--- config.mk ---
export PLATFORM = sky130hd
export DESIGN_NAME = expo_norm_flat
export DESIGN_NICKNAME = d
export VERILOG_FILES = /design/src/rtl/expo_norm_if.sv /design/src/rtl/expo_norm.sv /design/src/flat_wrapper.sv
export SDC_FILE = /design/constraint.sdc
export NUM_CORES = 1
export LEC_CHECK = 0
export ABC_AREA = 1
export BUFFER_PORTS_ARGS = -buffer_cell sky130_fd_sc_hd__buf_2
export CORE_ASPECT_RATIO = 0.8
export CORE_MARGIN = 2
export CORE_UTILIZATION = 60
export CTS_BUF_LIST = sky130_fd_sc_hd__clkbuf_16
export DETAILED_ROUTE_END_ITERATION = 10
export GPL_TIMING_DRIVEN = 0
export PLACE_DENSITY = 0.93
export SETUP_SLACK_MARGIN = 0.2
export SYNTH_ARGS = -nofsm -noshare
export SYNTH_HDL_FRONTEND = slang
export SYNTH_SLANG_ARGS = --single-unit
--- constraint.sdc ---
create_clock -name clk_i -period 3.2 [get_ports clk_i]
set_input_delay 0 -clock clk_i [delete_from_list [all_inputs] [get_ports clk_i]]
set_output_delay 0 -clock clk_i [all_outputs]
set_load 0.02 [all_outputs]
--- src/rtl/expo_norm_if.sv ---
// Handshake bundle between the FP32 adder align/add stage, expo_norm and the
// result consumer. The slave modport is the normalizer's view.
interface expo_norm_if;
  logic        In_valid;
  logic        In_ready;
  logic        Sign;
  logic [7:0]  Exp;
  logic [27:0] Mant;
  logic        Out_valid;
  logic        Out_ready;
  logic [31:0] Result;
  logic        Overflow;
  logic        Inexact;

  modport master (
    output In_valid, Sign, Exp, Mant, Out_ready,
    input  In_ready, Out_valid, Result, Overflow, Inexact
  );

  modport slave (
    input  In_valid, Sign, Exp, Mant, Out_ready,
    output In_ready, Out_valid, Result, Overflow, Inexact
  );
endinterface

--- src/rtl/expo_norm.sv ---
// FP32 adder post-add stage: iterative renormalization (one bit per cycle),
// round-to-nearest-even and IEEE-754 single packing behind a valid/ready pair.
module expo_norm (
  input  logic        clk_i,
  input  logic        rst_i,
  expo_norm_if.slave  bus
);

  typedef enum logic [1:0] {IDLE, NORM, ROUND, OUT} state_t;

  state_t             state;
  logic               s;
  logic signed [9:0]  e;
  logic [27:0]        m;
  logic               in_ready;
  logic               out_valid;
  logic [31:0]        result;
  logic               overflow;
  logic               inexact;

  logic               lsb;
  logic               g;
  logic               r;
  logic               st;
  logic               inc;
  logic [24:0]        sum25;
  logic [22:0]        frac;
  logic signed [9:0]  e_rnd;
  logic               ovf;

  // Rounding datapath, consumed only in ROUND.
  always_comb begin
    lsb   = m[3];
    g     = m[2];
    r     = m[1];
    st    = m[0];
    inc   = g & (r | st | lsb);
    sum25 = {1'b0, m[26:3]} + {24'd0, inc};
    frac  = sum25[22:0];
    e_rnd = e;
    if (sum25[24]) begin
      frac  = '0;
      e_rnd = e + 10'sd1;
    end else if ((e == 10'sd0) && sum25[23]) begin
      e_rnd = 10'sd1;
    end
    ovf = (e_rnd >= 10'sd255);
  end

  always_ff @(posedge clk_i or posedge rst_i) begin
    if (rst_i) begin
      state     <= IDLE;
      s         <= 1'b0;
      e         <= '0;
      m         <= '0;
      in_ready  <= 1'b1;
      out_valid <= 1'b0;
      result    <= '0;
      overflow  <= 1'b0;
      inexact   <= 1'b0;
    end else begin
      case (state)
        IDLE: begin
          if (bus.In_valid && in_ready) begin
            s        <= bus.Sign;
            e        <= (bus.Exp == 8'd0) ? 10'sd1 : $signed({2'b00, bus.Exp});
            m        <= bus.Mant;
            in_ready <= 1'b0;
            state    <= NORM;
          end
        end
        NORM: begin
          if (m == '0) begin
            result    <= {s, 31'b0};
            overflow  <= 1'b0;
            inexact   <= 1'b0;
            out_valid <= 1'b1;
            state     <= OUT;
          end else if (m[27]) begin
            // Carry out: right shift, folding the dropped bit into sticky.
            m     <= {1'b0, m[27:2], m[1] | m[0]};
            e     <= e + 10'sd1;
            state <= ROUND;
          end else if (!m[26] && (e > 10'sd1)) begin
            m <= {m[26:0], 1'b0};
            e <= e - 10'sd1;
          end else begin
            if (!m[26]) begin
              e <= '0;
            end
            state <= ROUND;
          end
        end
        ROUND: begin
          result    <= ovf ? {s, 8'hFF, 23'b0} : {s, e_rnd[7:0], frac};
          overflow  <= ovf;
          inexact   <= g | r | st;
          e         <= e_rnd;
          out_valid <= 1'b1;
          state     <= OUT;
        end
        OUT: begin
          if (bus.Out_ready) begin
            out_valid <= 1'b0;
            in_ready  <= 1'b1;
            state     <= IDLE;
          end
        end
        default: state <= IDLE;
      endcase
    end
  end

  assign bus.In_ready  = in_ready;
  assign bus.Out_valid = out_valid;
  assign bus.Result    = result;
  assign bus.Overflow  = overflow;
  assign bus.Inexact   = inexact;

endmodule

--- src/flat_wrapper.sv ---
// flat-port wrapper written by rule: the top's interface ports become plain ports
module expo_norm_flat 
  (clk_i, rst_i, bus_In_valid, bus_Sign, bus_Exp, bus_Mant, bus_Out_ready, bus_In_ready, bus_Out_valid, bus_Result, bus_Overflow, bus_Inexact);
  expo_norm_if bus_i ();
  input  logic clk_i;
  input  logic rst_i;
  input wire logic [$bits(bus_i.In_valid)-1:0] bus_In_valid;
  input wire logic [$bits(bus_i.Sign)-1:0] bus_Sign;
  input wire logic [$bits(bus_i.Exp)-1:0] bus_Exp;
  input wire logic [$bits(bus_i.Mant)-1:0] bus_Mant;
  input wire logic [$bits(bus_i.Out_ready)-1:0] bus_Out_ready;
  output wire logic [$bits(bus_i.In_ready)-1:0] bus_In_ready;
  output wire logic [$bits(bus_i.Out_valid)-1:0] bus_Out_valid;
  output wire logic [$bits(bus_i.Result)-1:0] bus_Result;
  output wire logic [$bits(bus_i.Overflow)-1:0] bus_Overflow;
  output wire logic [$bits(bus_i.Inexact)-1:0] bus_Inexact;
  assign bus_i.In_valid = bus_In_valid;
  assign bus_i.Sign = bus_Sign;
  assign bus_i.Exp = bus_Exp;
  assign bus_i.Mant = bus_Mant;
  assign bus_i.Out_ready = bus_Out_ready;
  assign bus_In_ready = bus_i.In_ready;
  assign bus_Out_valid = bus_i.Out_valid;
  assign bus_Result = bus_i.Result;
  assign bus_Overflow = bus_i.Overflow;
  assign bus_Inexact = bus_i.Inexact;
  expo_norm u_core (.clk_i(clk_i), .rst_i(rst_i), .bus(bus_i));
endmodule
Word-level counts from Yosys, hierarchy flattened --
Index checks and enable logic that the tools add are counted.
Storage, ports and cells: memory bits (writable) 0, bits in latches 0, output and inout bits 36, bits in read-only memories 0, flip-flop bits (word level) 77, word-level logic and storage cells 84, memories 0
Cells by class: equal/unequal tests 10, muxes and demuxes 33, bitwise logic cells 5, shift operators 0, reductions and logical operators 21, multipliers 0, magnitude comparators 2, add/sub/neg operators 3, divide/modulo/power cells 0
Operator list (count):
- 28-bit two-way mux | 4
- 10-bit two-way mux | 7
- 32-bit case mux with 2 select lines | 1
- 28-bit case mux with 2 select lines | 1
- 32-bit two-way mux | 1
- 31-bit two-way mux | 1
- 10-bit case mux with 3 select lines | 1
- 28-bit zero test | 1
- 24-bit by 1-bit adder with 25-bit output | 1
- 23-bit two-way mux | 1
- 3-bit AND reduction | 4
- 10-bit by 2-bit adder with 10-bit output (second input constant) | 1
- 10-bit by 9-bit >= comparator with 1-bit output (second input constant) | 1
- 10-bit by 2-bit > comparator with 1-bit output (second input constant) | 1
- 10-bit zero test | 1
- 2-bit two-way mux | 5
- 10-bit by 2-bit subtractor with 10-bit output (second input constant) | 1
- 8-bit zero test | 1
- 8-bit two-way mux | 1
- 2-bit case mux with 4 select lines | 1
- 4-bit AND reduction | 2
- 1-bit case mux with 2 select lines | 3
- 2-bit nonzero test | 3
- 3-bit nonzero test | 2
- other kinds (15) | 28

Longest topological paths before layout --
Gate-level depths: netlist of the first run.
depth after elaboration 10, mapped depth 20

Least setup slack after synthesis of the first run --
No wires, ideal clock.
kind flip-flop to flip-flop, from register u_core.m[2], to register u_core.result[14] (netlist: u_core.bus.Result[14]), cell stages (with the launch flop) 21, required time 3.083 ns, arrival 2.002 ns, setup slack 1.081 ns, buffers on the path 1, library setup time 0.117 ns, path through dfrtp_1 nand2_1 inv_2 ha_1 nand2_2 nor2_4 nand2_4 inv_2 nand2_4 clkinv_2 nand2_1 nand2_2 nor2_2 nand2_1 nor2_1 nand2_1 nand2_2 nand2_4 buf_6 nand3_2 nand2_1
Between the ends: word-level cells in the longest chain between the ends 8, elaborated cells on any way between the ends 12
Ends and longest elaborated chain:
- start: declaration | RTL line expo_norm.sv:14 | logic [27:0] m;
- start signal: assignment | RTL line expo_norm.sv:67 | m <= bus.Mant;
- start signal: assignment | RTL line expo_norm.sv:81 | m <= {1'b0, m[27:2], m[1] | m[0]};
- start signal: assignment | RTL line expo_norm.sv:85 | m <= {m[26:0], 1'b0};
- 1-bit bitwise AND | RTL line expo_norm.sv:37 | inc = g & (r | st | lsb);
- 24-bit by 1-bit adder with 25-bit output | RTL line expo_norm.sv:38 | sum25 = {1'b0, m[26:3]} + {24'd0, inc};
- 1-bit logical AND | RTL line expo_norm.sv:44 | end else if ((e == 10'sd0) && sum25[23]) begin
- 10-bit two-way mux | RTL line expo_norm.sv:44
- 10-bit two-way mux | RTL line expo_norm.sv:41 | if (sum25[24]) begin
- 10-bit by 9-bit >= comparator with 1-bit output | RTL line expo_norm.sv:47 | ovf = (e_rnd >= 10'sd255);
- 31-bit two-way mux | RTL line expo_norm.sv:95 | result <= ovf ? {s, 8'hFF, 23'b0} : {s, e_rnd[7:0], frac};
- 32-bit case mux with 2 select lines | RTL line expo_norm.sv:62 | case (state)
- end signal: assignment | RTL line expo_norm.sv:74 | result <= {s, 31'b0};
- end signal: assignment | RTL line expo_norm.sv:95
- end: declaration | RTL line expo_norm.sv:17 | logic [31:0] result;
Several ways; a longest one is shown, not always the timed one. A chain may end at the register's enable or synchronous reset.

Worst setup path after layout of the first run --
from register u_core.state[1], to register u_core.m[13]
Between the ends: word-level cells in the longest chain between the ends 3, elaborated cells on any way between the ends 8
Ends and longest elaborated chain:
- start: declaration | RTL line expo_norm.sv:11 | state_t state;
- start signal: assignment | RTL line expo_norm.sv:52 | state <= IDLE;
- start signal: assignment | RTL line expo_norm.sv:69 | state <= NORM;
- start signal: assignment | RTL line expo_norm.sv:78 | state <= OUT;
- 2-bit by 1-bit == test with 1-bit output / 2-bit zero test (equally long branches) | RTL line expo_norm.sv:62
- 3-bit by 1-bit inequality test with 1-bit output (no line), or another cell as far along
- 4-bit AND reduction (no line)
Several ways; a longest one is shown, not always the timed one.

==> metrics.md, run 1 <==
| Metric | Value |
|---|---|
| Via count | 5552 |
| Critical path class | flop to flop |
| Reg2reg path depth | 8 |
| WL final | 16300 um |
| Final hold vios | 1 |
| Share of power burned in registers | 26.1% |
| Chip width | 108 um |
| CP startpoint | u_core.state[1] |
| Global-route wire length before repair | 25800 um |
| GRT Total Usage | 35.8% |
| Critical-path maximum fanout | 10 |
| CTS Root Cell | clkbuf_16 |
| Clock slew at reported path FFs | 60 ps |
| Family with the most delay on the worst path | buffers and inverters |
| Area growth, synth to finish | 19.1% |
| Routability cong. | 0.983 |
| Hold path endpoint | u_core.m[26] |
| Hold Path Origin | bus_Mant[26] |
| Share of post-route cells with drive strength above 1 | 18.8% |
| Clock share of power | 16.3% |
| Post-synthesis register bit count | 77 |
| TritonCTS clock tree | built |
| Die area | 0.00934 sq mm |
| Fin crit period | 2830 ps |
| Top cells by area, synth | dfrtp_1 (37%), nand2_1 (15%), nor2_1 (6.4%) |
| Yosys cell types | 43 |
| Max incr delay on CP | 510 ps |
| Post-DP HPWL | 12100 um |
| Port Buffers | 76 |
| Largest net degree at the start of global routing | 45 |
| Clk buf depth | 2 |
| Final period utilization | 88.3% |
| Worst Hold Path Cells | 3 |
| NetSw | 3.71 mW |
| Dpl cell area | 0.00570 sq mm |
| Sw Ratio | 51.7% |
| DR iter-0 viols | 601 |
| H-tree levels | 3 |
| Setup violations, final | 0 |
| GR Layer Usage met3 | 10.5% |
| Hold crit path type | input pin to flop |
| Sum of buffers and inverters on the critical path | 4 |
| # rows | 30 |
| Number of synthesized flops with an enable pin | 0 |
| Worst reg2reg endpoint | u_core.m[13] |
| Grt ovf | 0 |
| Clock latency on the worst-skew pair | 340 ps |
| Setup bufs post-CTS | 0 |
| Worst path required time | 3440 ps |
| Leakage power | 3.14 nW |
| Grt peak-use layer | met2 |
| Mapped cell area | 0.00515 sq mm |
| Fmax | 0.354 GHz |
| Initial antenna violation count | 0 |
| Largest area contributor in the netlist | dfrtp_1 |
| Int Power | 3.48 mW |
| Worst setup SP type | flop |
| DR WL/cell | 17.4 um |
| Grt met2 use | 52.2% |
| Sequential fraction of the synthesis area | 37.4% |
| Grt met1 use | 51.7% |
| RSZ-0062 raised after global routing | no |
| Yosys warning total | 0 |
| # DRC | 0 |
| Critical path's slowest cell | clkbuf_1 |
| Main synth FF type | dfrtp_1 |
| Vias in the first global route | 5128 |
| Final net count | 864 |
| Worst Setup End Kind | flop |
| Failing checks | negative hold slack |
| Sink Count | 77 |
| Core ar. | 0.00841 sq mm |
| Drt first pass iters | 5 |
| Post-synth ARST share | 100% |
| Max cap viols | 0 |
| Combinational power share | 57.6% |
| Cells along the critical path | inv_1 -> ha_1 -> clkbuf_1 -> inv_1 -> a21oi_1 -> nand2_1 -> clkbuf_1 -> a21oi_1 |
| Post-route ant nets | 0 |
| VDD IR max | 0.628 mV |
| Reg-to-Reg Start | u_core.state[1] |
| Power density over the cells | 1170 mW/mm^2 |
| Synth cell count leaders | nand2_1 (200), nor2_1 (88), dfrtp_1 (76), inv_1 (64), a21oi_1 (40) |
| Worst Max-Slew Pin Slew | 700 ps |
| Diode count | 0 |
| Fin area | 0.00613 sq mm |
| Setup Skew | 9.67 ps |
| Post-synth top area share | 36.9% |
| Slew headroom | 53.3% |
| Slew Limit Fails | 0 |
| WHS | -5.75 ps |
| Mapped Cells | 718 |
| R2R Setup Slk | 370 ps |
| Synth Net Count | 767 |
| Avg Inst Size Synth | 7.17 sq um |
| Clock buffer count from CTS | 9 |
| Setup TNS | 0 ps |
| Fill cells | 641 |
| Initial Utilization | 61.2% |
| Die Span Y | 86.9 um |
| Most numerous cell in the Yosys netlist | nand2_1 |
| Vias per cell | 5.96 |
| CP arrival | 3070 ps |
| Run status | finished with violations |
| Io pins | 77 |
area by class of cell:
type	count	area, sq um	share of cell area [%]
inverters	73	278	4.53
repair buffers	86	498	8.12
flip-flops and latches	77	1930	31.4
clock inverters	7	114	1.86
clock buffers	9	225	3.67
multi-input cells	541	2820	45.9
well taps	112	140	2.29
plain buffers	27	133	2.16
power by group through the flow:
stage | clock network (mW) | registers, mW | logic [mW]
after floorplan | 0 | 2.01 | 2.62
after global placement | 0 | 1.84 | 3.82
after detailed placement | 0 | 1.87 | 3.95
after CTS | 1.17 | 1.86 | 4.02
after global routing | 1.21 | 1.93 | 4.52
final | 1.17 | 1.88 | 4.14
sequential cells by signal (all words and copies together) (netlist names):
signal,cells
u_core.bus.Overflow,1
u_core.e,10
u_core.m,28
u_core.bus.In_ready,1
u_core.state,2
u_core.s,1
u_core.bus.Inexact,1
u_core.bus.Result,32
u_core.bus.Out_valid,1
through the flow:
step                setup WS (ps)  hold WS, ps  cells  power (mW)  util [%]
floorplan                    1080          150    718        4.63         -
global placement              333          234    906        5.66      67.4
detailed placement            463         37.8    907        5.82      67.8
CTS                           416         3.26    932        7.04      72.9
global route                  249         9.19    932        7.65      72.9
finish                        374        -5.75    932        7.19      72.9
worst reg2reg max path, stage by stage, from the launching register on:
cell      delay (ps)
dfrtp_1          430
inv_1            110
ha_1             190
clkbuf_1         510
inv_1            320
a21oi_1          340
nand2_1          270
clkbuf_1         310
a21oi_1          250
cell families (layout without fill, tap and decap cells):
family | Yosys count | after routing | synth area share (%)
XOR/XNOR | 24 | 24 | 4.08
AND/OR/NAND/NOR | 390 | 390 | 33.9
buffers and inverters | 100 | 202 | 7.90
multiplexers | 1 | 1 | 0.219
flip-flops | 77 | 77 | 37.4
adder cells (fa/ha/maj) | 8 | 8 | 1.94
AO/OA/AOI/OAI | 118 | 118 | 14.5
routing by layer:
layer  vias up  wire (um)
li1       2576          -
met2       365       6820
met3        33       2090
met5         -          0
met1      2578       7050
met4         0        303
timing repair:
action	in CTS	in global routing
gates resized for setup	0	3
hold buffers	9	0
endpoints found under the setup margin	0	3
endpoints found under the hold margin	41	0
worst max-delay path by stage:
stage                       endpoint  slack [ps]  depth (start not counted)
2_1_floorplan  u_core.bus.Result[14]        1080                         20
3_3_place_gp             u_core.m[6]         330                          2
3_5_place_dp             u_core.e[8]         460                         13
4_1_cts                 u_core.m[17]         420                         13
5_1_grt                 u_core.m[17]         250                          8
6_report                u_core.m[13]         370                          8
placed cells by master, fill, tap and decap left out, drive strengths merged, types with 2 or more instances in the layout:
| cell | count |
|---|---|
| nor4 | 3 |
| o22ai | 5 |
| ha | 8 |
| o211ai | 6 |
| a22oi | 4 |
| nand4 | 11 |
| nand3 | 45 |
| clkinv | 2 |
| inv | 74 |
| nand2 | 211 |
| nor3 | 17 |
| nor2 | 101 |
| dlygate4sd3 | 9 |
| o221ai | 25 |
| clkbuf | 25 |
| a31oi | 3 |
| dfrtp | 76 |
| xor2 | 23 |
| bufinv | 3 |
| a211oi | 2 |
| o311ai | 2 |
| buf | 88 |
| a21oi | 40 |
| o21ai | 27 |
No activity file was read; power rests on OpenSTA's default activity.
==> inputs of run 2 (changes only) <==
Settings changed: PLACE_DENSITY 0.93 to 0.83, SKIP_LAST_GASP set to 1.
==> metrics.md, run 2 (same netlist as run 1, synthesis figures left out) <==
| Metric | Value |
|---|---|
| Setup TNS | 0 ps (unchanged) |
| Area growth, synth to finish | 18.8% |
| Fmax | 0.355 GHz (+0.47%) |
| Hold crit path type | input pin to flop |
| Io pins | 77 (unchanged) |
| Cells along the critical path | clkbuf_2 -> inv_1 -> ha_1 -> nor2_1 -> nor2_1 -> nand2_1 -> o21ai_1 -> nor2_1 -> nand2_1 -> buf_2 -> o221ai_1 -> nor2_1 -> a21oi_1 |
| Die area | 0.00934 sq mm (unchanged) |
| Worst Setup End Kind | flop |
| Setup bufs post-CTS | 0 (unchanged) |
| DR iter-0 viols | 583 (-3.0%) |
| Diode count | 0 (unchanged) |
| VDD IR max | 0.511 mV (-19%) |
| Power density over the cells | 1160 mW/mm^2 (-1.5%) |
| Worst path required time | 3400 ps (-40 ps) |
| DP Cell Count | 907 (unchanged) |
| Share of post-route cells with drive strength above 1 | 18.6% (-0.14 points) |
| Chip width | 108 um (unchanged) |
| Initial antenna violation count | 0 (unchanged) |
| TritonCTS clock tree | built |
| CTS Hold Bufs | 10 (+1) |
| Largest net degree at the start of global routing | 45 (unchanged) |
| Commonest non-fill, non-tap cell in the layout | nand2_1 |
| Worst setup SP type | flop |
| Final net count | 865 (+0.12%) |
| Clock slew at reported path FFs | 60 ps (about the same) |
| Post-route ant nets | 0 (unchanged) |
| Slew headroom | 53.4% (+0.13 points) |
| Max cap viols | 0 (unchanged) |
| Post-cts sizing count | 0 (unchanged) |
| Via count | 5506 (-0.83%) |
| Routability cong. | 0.968 (-1.5%) |
| RSZ-0062 raised after global routing | no |
| Setup Skew | 8.34 ps (-1.33 ps) |
| Reg2reg path depth | 13 (+5) |
| Critical path class | flop to flop |
| Run status | finished clean |
| Grt ovf | 0 (unchanged) |
| Post-DP HPWL | 12000 um (-1.3%) |
| Fin crit period | 2810 ps (-13.3 ps) |
| Non-Filler Instances | 933 (+0.11%) |
| Initial Utilization | 61.2% (unchanged) |
| H-tree levels | 3 (unchanged) |
| Worst Hold Path Cells | 3 (unchanged) |
| Setup violations, final | 0 (unchanged) |
| Die Span Y | 86.9 um (unchanged) |
| Clock buffer count from CTS | 9 (unchanged) |
| CP most frequent cell | nor2_1 |
| Final period utilization | 87.9% (-0.41 points) |
| Worst Max-Slew Pin Slew | 699 ps (-1.92 ps) |
| CTS Root Cell | clkbuf_16 |
| Drt first pass iters | 5 (unchanged) |
| Vias in the first global route | 4962 (-3.2%) |
| Final hold vios | 0 (-1) |
| # DRC | 0 (unchanged) |
| Max reg flops | 32 (unchanged) |
| Core ar. | 0.00841 sq mm (unchanged) |
| Global-route wire length before repair | 25100 um (-2.7%) |
| Max incr delay on CP | 400 ps (-110 ps) |
| Port Buffers | 76 (unchanged) |
| CP arrival | 3020 ps (-50 ps) |
| Vias per cell | 5.90 (-0.93%) |
| Clock latency on the worst-skew pair | 340 ps (about the same) |
| Slew Limit Fails | 0 (unchanged) |
| Critical path's slowest cell | dfrtp_1 |
| WL final | 15900 um (-2.4%) |
| Setup ws final | 387 ps (+13.3 ps) |
| Sink Count | 77 (unchanged) |
| Critical-path maximum fanout | 10 (unchanged) |
| DR WL/cell | 17.0 um (-2.5%) |
| Clk buf depth | 2 (unchanged) |
| # rows | 30 (unchanged) |
| Leakage power | 3.14 nW (-0.23%) |
| GRT Total Usage | 35.0% (-0.79 points) |
| Most frequent cells in the layout | nand2_1 (200), nor2_1 (88), buf_2 (84), dfrtp_1 (76), inv_1 (64) |
| Worst slack at placement | 532 ps (+68.8 ps) |
[run 2: layer usage]
metal	GRT usage [%]	part of all wire (%)
met5	0	0
met4	8.04	1.0
met3	8.08	11
met2	49.9	42
met1	54.0	46
[run 2: cell type report]
class	count	area, sq um
multi-input combinational	541	2810
timing repair buffer	87	508
fill	695	2290
sequential	77	1930
tap	112	140
inverter	73	278
buffer	27	131
clock buffer	9	225
clock inverter	7	90.1
[run 2: power breakdown]
group          internal (mW)  switching, mW  total (mW)
clock network          0.680          0.422        1.10
registers               1.46          0.414        1.88
logic                   1.25           2.83        4.09
total                   3.40           3.67        7.07
[run 2: worst max-delay path, delay by kind of cell, from the launching register on]
family,cells,cell delay (ps)
and+or+nand+nor,6,840
AOI/OAI and AO/OA,3,480
buffers and inverters,3,640
DFF,1,400
adders and majority gates,1,290
[run 2: final timing paths]
path                               startpoint               endpoint  slack [ps]
min in group asynchronous               rst_i  u_core.bus.Result[25]         210
setup reg to reg                  u_core.e[0]            u_core.m[9]         390
hold reg to reg            u_core.bus.Inexact     u_core.bus.Inexact         470
hold / removal                  bus_Out_ready   u_core.bus.Out_valid          20
max in group asynchronous               rst_i           u_core.m[24]        2420
setup / recovery                  u_core.e[0]            u_core.m[9]         390
[run 2: through the flow]
stage	total power, mW	cell area, sq um	hold slack, ps	util (%)
CTS	6.94	6110	18.5	72.7
global route	7.57	6110	41.4	72.7
global placement	5.67	5670	231	67.4
detailed placement	5.81	5700	39.0	67.8
finish	7.07	6110	24.2	72.7
floorplan	4.63	5150	150	-
